<file path="src/rtl/uart_bus_master.sv">
// uart_bus_master: byte-stream (UART core) to peripheral-bus single-word read/write bridge
// Ports:
//   clk, rst            system clock, synchronous active-high reset
//   rx_data, rx_avail   received byte and its valid flag from the UART core
//   rx_ack              one-cycle pulse consuming rx_data
//   tx_data, tx_wr      byte to send and its one-cycle strobe
//   tx_busy             UART transmitter busy
//   cs, addr, wr, rd    bus initiator controls
//   d_out, d_in         bus write data / registered read data (valid the cycle after cs&rd)
// Frames (MSB first): 'W' a3..a0 d3..d0 -> 'K'; 'R' a3..a0 -> d3..d0; other first bytes dropped.
// Optional macro UART_BUS_MASTER_TIMEOUT_EN: abandon a partial frame after TIMEOUT_CYCLES idle cycles.
module uart_bus_master #(
  parameter int TIMEOUT_CYCLES = 1200000
) (
  input  logic        clk,
  input  logic        rst,
  input  logic [7:0]  rx_data,
  input  logic        rx_avail,
  output logic        rx_ack,
  output logic [7:0]  tx_data,
  output logic        tx_wr,
  input  logic        tx_busy,
  output logic        cs,
  output logic [31:0] addr,
  output logic        wr,
  output logic        rd,
  output logic [31:0] d_out,
  input  logic [31:0] d_in
);
  typedef enum logic [2:0] {IDLE, ADDR, WDATA, BUS_WR, BUS_RD, RD_WAIT, SEND, SEND_WAIT} state_t;
  state_t      state_q, state_d;
  logic        armed_q, armed_d;
  logic        is_wr_q, is_wr_d;
  logic        gap_q, gap_d;
  logic [1:0]  cnt_q, cnt_d;
  logic [2:0]  left_q, left_d;
  logic [7:0]  tx_data_q, tx_data_d;
  logic [31:0] addr_q, addr_d, dout_q, dout_d, rdata_q, rdata_d;
  logic        take;
  logic        unused_to;
  assign unused_to = (TIMEOUT_CYCLES > 0);
`ifdef UART_BUS_MASTER_TIMEOUT_EN
  localparam int TW = $clog2(TIMEOUT_CYCLES + 1);
  logic [TW-1:0] to_q, to_d;
  always_ff @(posedge clk)
    to_q <= rst ? '0 : to_d;
`endif
  always_ff @(posedge clk) begin
    if (rst) begin
      state_q   <= IDLE;
      armed_q   <= 1'b1;
      is_wr_q   <= 1'b0;
      gap_q     <= 1'b0;
      cnt_q     <= '0;
      left_q    <= '0;
      tx_data_q <= '0;
      addr_q    <= '0;
      dout_q    <= '0;
      rdata_q   <= '0;
    end else begin
      state_q   <= state_d;
      armed_q   <= armed_d;
      is_wr_q   <= is_wr_d;
      gap_q     <= gap_d;
      cnt_q     <= cnt_d;
      left_q    <= left_d;
      tx_data_q <= tx_data_d;
      addr_q    <= addr_d;
      dout_q    <= dout_d;
      rdata_q   <= rdata_d;
    end
  end
  always_comb begin
    state_d   = state_q;
    is_wr_d   = is_wr_q;
    gap_d     = gap_q;
    cnt_d     = cnt_q;
    left_d    = left_q;
    tx_data_d = tx_data_q;
    addr_d    = addr_q;
    dout_d    = dout_q;
    rdata_d   = rdata_q;
    // Bytes are only taken while parsing; the armed flag re-arms on seeing rx_avail low.
    take      = rx_avail && armed_q && (state_q == IDLE || state_q == ADDR || state_q == WDATA);
    armed_d   = take ? 1'b0 : (!rx_avail ? 1'b1 : armed_q);
    rx_ack    = take;
    cs        = (state_q == BUS_WR) || (state_q == BUS_RD);
    wr        = state_q == BUS_WR;
    rd        = state_q == BUS_RD;
    tx_wr     = (state_q == SEND) && !tx_busy;
    case (state_q)
      IDLE: if (take && (rx_data == 8'h57 || rx_data == 8'h52)) begin
        is_wr_d = rx_data == 8'h57;
        cnt_d   = '0;
        state_d = ADDR;
      end
      ADDR: if (take) begin
        addr_d  = {addr_q[23:0], rx_data};
        cnt_d   = cnt_q + 2'd1;
        state_d = cnt_q == 2'd3 ? (is_wr_q ? WDATA : BUS_RD) : ADDR;
      end
      WDATA: if (take) begin
        dout_d  = {dout_q[23:0], rx_data};
        cnt_d   = cnt_q + 2'd1;
        state_d = cnt_q == 2'd3 ? BUS_WR : WDATA;
      end
      BUS_WR: begin
        tx_data_d = 8'h4B;
        left_d    = 3'd1;
        state_d   = SEND;
      end
      BUS_RD: state_d = RD_WAIT;
      // First response byte goes straight to tx_data; the rest queue in rdata.
      RD_WAIT: begin
        tx_data_d = d_in[31:24];
        rdata_d   = {d_in[23:0], 8'h00};
        left_d    = 3'd4;
        state_d   = SEND;
      end
      SEND: if (!tx_busy) begin
        gap_d   = 1'b1;
        state_d = SEND_WAIT;
      end
      // gap_q skips the cycle right after the strobe, before tx_busy can rise.
      SEND_WAIT: if (gap_q) gap_d = 1'b0;
      else if (!tx_busy) begin
        left_d = left_q - 3'd1;
        if (left_q != 3'd1) begin
          tx_data_d = rdata_q[31:24];
          rdata_d   = {rdata_q[23:0], 8'h00};
          state_d   = SEND;
        end else state_d = IDLE;
      end
      default: state_d = IDLE;
    endcase
`ifdef UART_BUS_MASTER_TIMEOUT_EN
    to_d = (take || !(state_q == ADDR || state_q == WDATA)) ? '0 : to_q + 1'b1;
    if (!take && to_q == TW'(TIMEOUT_CYCLES) && (state_q == ADDR || state_q == WDATA)) begin
      to_d    = '0;
      state_d = IDLE;
    end
`endif
  end
  assign tx_data = tx_data_q;
  assign addr    = addr_q;
  assign d_out   = dout_q;
endmodule

</file>
<file path="config.mk">
export PLATFORM = sky130hd
export DESIGN_NAME = uart_bus_master
export DESIGN_NICKNAME = d
export VERILOG_FILES = /design/src/rtl/uart_bus_master.sv
export SDC_FILE = /design/constraint.sdc
export NUM_CORES = 1
export LEC_CHECK = 0
export BUFFER_PORTS_ARGS = -buffer_cell sky130_fd_sc_hd__buf_2
export CORE_UTILIZATION = 30
export DETAILED_ROUTE_END_ITERATION = 10
export PLACE_DENSITY = 0.49
export SLEW_MARGIN = 30
export SYNTH_ARGS = -nofsm -noshare
export SYNTH_HDL_FRONTEND = slang
export SYNTH_SLANG_ARGS = --single-unit
</file>
<file path="constraint.sdc">
create_clock -name clk -period 5 [get_ports clk]
set_clock_uncertainty 0.2 [all_clocks]
set_input_delay 0.25 -clock clk [delete_from_list [all_inputs] [get_ports clk]]
set_output_delay 0.25 -clock clk [all_outputs]
set_load 0.01 [all_outputs]
</file>
---- Word-level counts from Yosys, hierarchy flattened ----
Cells that the tools add are included.
word-level totals
  flip-flop bits (word level) ............. 115
  input port bits ......................... 44
  output and inout port bits .............. 77
  logic and storage cells ................. 86
cells by class
  add/subtract/negate cells ............... 2
  equality and inequality tests ........... 20
  mux-type cells .......................... 29
  reductions and logical operators ........ 25
operator list
  kind                                                   count
  two-way mux 32 bit                                     3
  one-hot mux 32 bit (2 select lines)                    1
  two-way mux 3 bit                                      11
  two-way mux 8 bit                                      3
  one-hot mux 8 bit (3 select lines)                     1
  one-hot mux 3 bit (7 select lines)                     1
  == test 8 x 7 -> 1 bit, second input constant          2
  == test 3 bit, second input constant                   4
  inequality test 2 bit, second input constant           6
  one-hot mux 3 bit (3 select lines)                     1
  AND reduction 2 bit                                    4
  AND reduction 4 bit                                    2
  == test 3 x 2 -> 1 bit, second input constant          2
  inequality test 2 x 1 -> 1 bit, second input constant  3
  AND reduction 3 bit                                    2
  AND reduction 6 bit                                    1
  nonzero test 2 bit                                     3
  logical AND 1 bit                                      4
  logical OR 1 bit                                       4
  two-way mux 1 bit                                      4
  two-way mux 2 bit                                      2
  one-hot mux 2 bit (2 select lines)                     1
  OR reduction 2 bit                                     2
  == test 3 x 1 -> 1 bit, second input constant          1
  other kinds (8)                                        8

---- Logic depth before layout (Yosys ltp) ----
  depth in word-level cells ............... 7
  gate-level depth with buffers ........... 8
  gate-level depth less buffers ........... 7

---- Least setup slack after synthesis ----
No wires, ideal clock.
  kind .................................... reg-to-reg
  start point ............................. register left_q[1]
  end point ............................... register tx_data_q[7] (netlist: tx_data[7])
  setup time .............................. 128 ps
  arrival ................................. 1467 ps
  required time ........................... 4672 ps
  path slack .............................. 3205 ps
  cell stages (with the launch flop) ...... 9
  buffers on the path ..................... 1
  period minus slack after synthesis ...... 1795 ps
  path through ............................ dfxtp_1 -> inv_1 -> ha_1 -> nor2b_1 -> or2_4 -> a31oi_4 -> buf_8 -> mux2i_1 -> nor2_1
on the way
  cells in the longest elaborated chain, start to end .. 3
RTL lines
  element                                 RTL line  text
  from (decl)                             36        logic [2:0] left_q, left_d;
  from (signal assigned)                  66        left_q <= left_d;
  inequality test 3 x 1 -> 1 bit          128       if (left_q != 3'd1) begin
  inequality test 2 bit (no source line)  n/a
  AND reduction 4 bit (no source line)    n/a
  to (signal assigned)                    67        tx_data_q <= tx_data_d;
  to (decl)                               37        logic [7:0] tx_data_q, tx_data_d;
Every way passes these cells.
A chain may end at the register's enable or synchronous reset.

---- Worst setup path in the final report ----
  start point ............................. register state_q[2]
  end point ............................... register rdata_q[22]
on the way
  cells in the longest elaborated chain, start to end .. 3
  elaborated cells on any way between the ends .. 8
  those cells by class .................... eq/ne: 5; mux: 1; reduce/logical: 2
RTL lines
  element                                                                       RTL line  text
  from (decl)                                                                   31        state_t state_q, state_d;
  from (signal assigned)                                                        61        state_q <= state_d;
  == test 3 bit                                                                 91        case (state_q)
  inequality test 2 bit (no source line) or nonzero test 2 bit (tied branches)  n/a
  AND reduction 4 bit (no source line)                                          n/a
  to (signal assigned)                                                          70        rdata_q <= rdata_d;
  to (decl)                                                                     38        logic [31:0] addr_q, addr_d, dout_q, dout_d, rdata_q, rdata_d;
Parallel ways exist; a longest one is shown, timed or not.

==> qor.csv <==
stage;metric;value;unit
status;outcome;finished clean;
cts;clkTransAtPathRegs;0.07;ns
grt;antenna_found_initial;0;
sta;slew_violations;0;
cells_and_area;area_growth;25.5;%
pwr;vdd_drop_max;0.177;mV
sta;setup_viol_count_final;0;
sta;fin_ws;2.59;ns
synthesis;ys_ff_latch;107;
pwr;powerDensity;295;mW/mm^2
drt;top_layer_used;met4;
sta;fmax;0.414;GHz
cts;clkLatencyLatePin;0.35;ns
cts;tritoncts;yes;
cts;root_buffer;clkbuf_16;
sta;slew_headroom;39.3;%
cts;post_cts_buffers;0;
cells_and_area;layout-drive-gt1-share;26.8;%
die;initial_utilization;31.2;%
drt;met1Wirelength;5.22;mm
synthesis;syn_area_per_cell;8.56;um^2
pwr;p_leak;2.25;nW
setup_path;rrSetupSlack;2.59;ns
die;dieArea;0.0151;mm^2
cts;cts_resized;0;
synthesis;netlist_instances;513;
grt;grt_start_max_net_pins;60;
drt;dr_wl_met2;5.18;mm
cells_and_area;nNetsFinal;673;
drt;drt-total-wl;11.1;mm
flow_run;max-cap-violations;0;
setup_path;slowest_delay;0.78;ns
setup_path;crit_arrival;2.48;ns
setup_path;cp_num_buf_inv;0;
worst_hold_path;hold_path_class;in2reg;
setup_path;crit_required;5.07;ns
cts;cts.sinks;107;
die;num_rows;43;
place;place_hpwl;7.63;mm
place;place_ws;2.55;ns
cts;htreeDepth;3;
setup_path;path_cells;nand2_1 > a21oi_4 > nor2_1 > a211oi_2;
grt;grt_pass1_wl;18.0;mm
cells_and_area;n_antenna_cell;0;
sta;post-route-period-util;48.3;%
die;core-area;0.0141;mm^2
grt;grtUsageTotal;15.4;%
die;die_y;123;um
drt;ant_nets;0;
setup_path;critPathLaunchType;flop;
sta;rsz0062_at_grt;no;
synthesis;synth.yosys.seq_area_share;48.8;%
setup_path;slowest_stage;a21oi_4;
sta;period_needed;2.41;ns
cells_and_area;instances_no_fill;811;
setup_path;crit_type;reg2reg;
place;gp_congestion;0.784;
drt;drcViolationCount;0;
sta;hold_slack;0.0266;ns
drt;num_vias;3764;
drt;first_pass_iters;4;
die;io_pins;121;
synthesis;syn_nets;560;
setup_path;cp-end-kind;flop;
setup_path;critPathMaxFanout;32;
sta;finalSetupTns;0;ns
synthesis;ys.warnings.count;0;
drt;route.met3.wl;535;um
cts;cts_max_path_buffers;2;
place;placedCellCount;779;
sta;finalHoldViolCount;0;
synthesis;yosysUniqueCellTypes;43;
grt;grt_pass1_vias;3547;
drt;wl_per_cell;13.7;um
sta;worst_pin_slew;0.908;ns
drt;first_iter_violations;260;
cts;cts_inserted_buffers;9;
cts;postCtsHoldBufs;16;
grt;overflow;0;
setup_path;path_delay_family;compound AO/OA/AOI/OAI gates;
die;die_w;123;um
synthesis;synth_area;0.00439;mm^2
place;portBuffers;120;
drt;drt-vias-per-instance;4.64;
## where the power goes
part | leakage [nW] | switching, W | internal, W
registers | 0.862 | 0.00000714 | 0.000857
logic | 1.25 | 0.0000534 | 0.0000398
clock network | 0.139 | 0.000316 | 0.000351
## layout make-up
type	instances	area (um^2)
Inverter	7	26.3
Clock inverter	6	40.0
Timing Repair Buffer	139	786
Sequential cell	107	2140
Multi-Input combinational cell	362	2050
Clock buffer	10	239
Tap cell	180	225
Fill cell	1489	8580
## state kept, by name, summed over array words and instances (netlist names)
| signal | count |
|---|---|
| addr | 32 |
| d_out | 32 |
| rdata_q | 24 |
| tx_data | 8 |
| left_q | 3 |
| state_q | 3 |
| cnt_q | 2 |
| armed_q | 1 |
| gap_q | 1 |
| is_wr_q | 1 |
## worst paths after layout
kind | startpoint | endpoint | depth (start not counted)
min | rx_avail | armed_q$_SDFFE_PP1P_ | 3
min reg2reg | d_out[30]$_SDFFE_PP0P_ | d_out[30]$_SDFFE_PP0P_ | 2
max reg2reg | state_q[2]$_SDFFE_PP0P_ | rdata_q[22]$_SDFFE_PP0P_ | 4
max | state_q[2]$_SDFFE_PP0P_ | rdata_q[22]$_SDFFE_PP0P_ | 4
## worst reg2reg max path, stage by stage (launching register included)
cell	delay (ns)
dfxtp_1	0.65
nand2_1	0.34
a21oi_4	0.78
nor2_1	0.15
a211oi_2	0.22
## cells in the final DEF, fill, tap and decap left out, drive strengths merged
cell type,instances
ha,3
inv,8
nor4bb,1
and2,2
dfxtp,107
a21o,1
nand4b,1
nand3b,1
nand3,1
or3,1
a311oi,4
clkinvlp,1
a211oi,19
clkbuf,10
or2,6
nor3b,1
dlygate4sd3,16
nand2b,2
a221oi,1
clkinv,4
o2bb2ai,1
nor3,1
o21ai,6
xnor2,1
mux2i,33
nor2,50
o211ai,2
nand2,134
o32a,1
a31oi,3
a21oi,73
a22oi,8
buf,123
and4b,1
nor2b,4
## per-stage QoR
stage / power, W / instance area (um^2) / util, %
finish: 0.00162 / 5510 / 39.1
global route: 0.00170 / 5510 / 39.1
CTS: 0.00165 / 5510 / 39.1
detailed placement: 0.000968 / 5070 / 36.0
global placement: 0.000967 / 5070 / 35.9
floorplan: 0.000932 / 4390 / -
## per-layer routing
metal / GRT usage (%) / vias up
met5: 0 / -
met3: 4.61 / 9
met1: 20.5 / 1728
li1: - / 1950
met2: 23.5 / 77
met4: 5.65 / 0
## cell usage after synthesis
cell type | n | area [um^2]
nand2_1 | 133 | 499
dfxtp_1 | 107 | 2140
a21oi_1 | 72 | 360
nor2_1 | 48 | 180
mux2i_1 | 33 | 330
clkbuf_1 | 22 | 82.6
a211oi_2 | 14 | 175
buf_2 | 9 | 45.0
a22oi_1 | 8 | 60.1
inv_1 | 7 | 26.3
a211oi_1 | 5 | 37.5
buf_4 | 5 | 37.5
nor2b_1 | 4 | 25.0
o21ai_0 | 4 | 20.0
or2_2 | 4 | 25.0
ha_1 | 3 | 37.5
a311oi_1 | 2 | 17.5
a311oi_2 | 2 | 30.0
a31oi_1 | 2 | 12.5
and2_1 | 2 | 12.5
nand2b_1 | 2 | 12.5
nor2_2 | 2 | 12.5
o211ai_1 | 2 | 15.0
o21ai_1 | 2 | 10.0
a21o_2 | 1 | 8.76
a21oi_4 | 1 | 16.3
a221oi_1 | 1 | 8.76
a31oi_4 | 1 | 21.3
and4b_1 | 1 | 10.0
buf_8 | 1 | 15.0
nand2_4 | 1 | 11.3
nand3_1 | 1 | 5.00
nand3b_1 | 1 | 7.51
nand4b_1 | 1 | 8.76
nor3_1 | 1 | 5.00
nor3b_1 | 1 | 7.51
nor4bb_1 | 1 | 10.0
o2bb2ai_1 | 1 | 8.76
o32a_2 | 1 | 11.3
or2_1 | 1 | 6.26
or2_4 | 1 | 8.76
or3_1 | 1 | 6.26
xnor2_1 | 1 | 8.76
## cell families (layout without fill, tap and decap cells)
| logic type | count (synthesis) | after routing | share of synthesized area [%] |
|---|---|---|---|
| AOI/OAI and AO/OA | 119 | 119 | 18.5 |
| xor gates and xnor gates | 1 | 1 | 0.199 |
| adders and majority gates | 3 | 3 | 0.855 |
| buffers and inverters | 44 | 162 | 4.70 |
| DFF | 107 | 107 | 48.8 |
| muxes | 33 | 33 | 7.52 |
| and+or+nand+nor | 206 | 206 | 19.4 |
(Power assumes the default switching activity.)
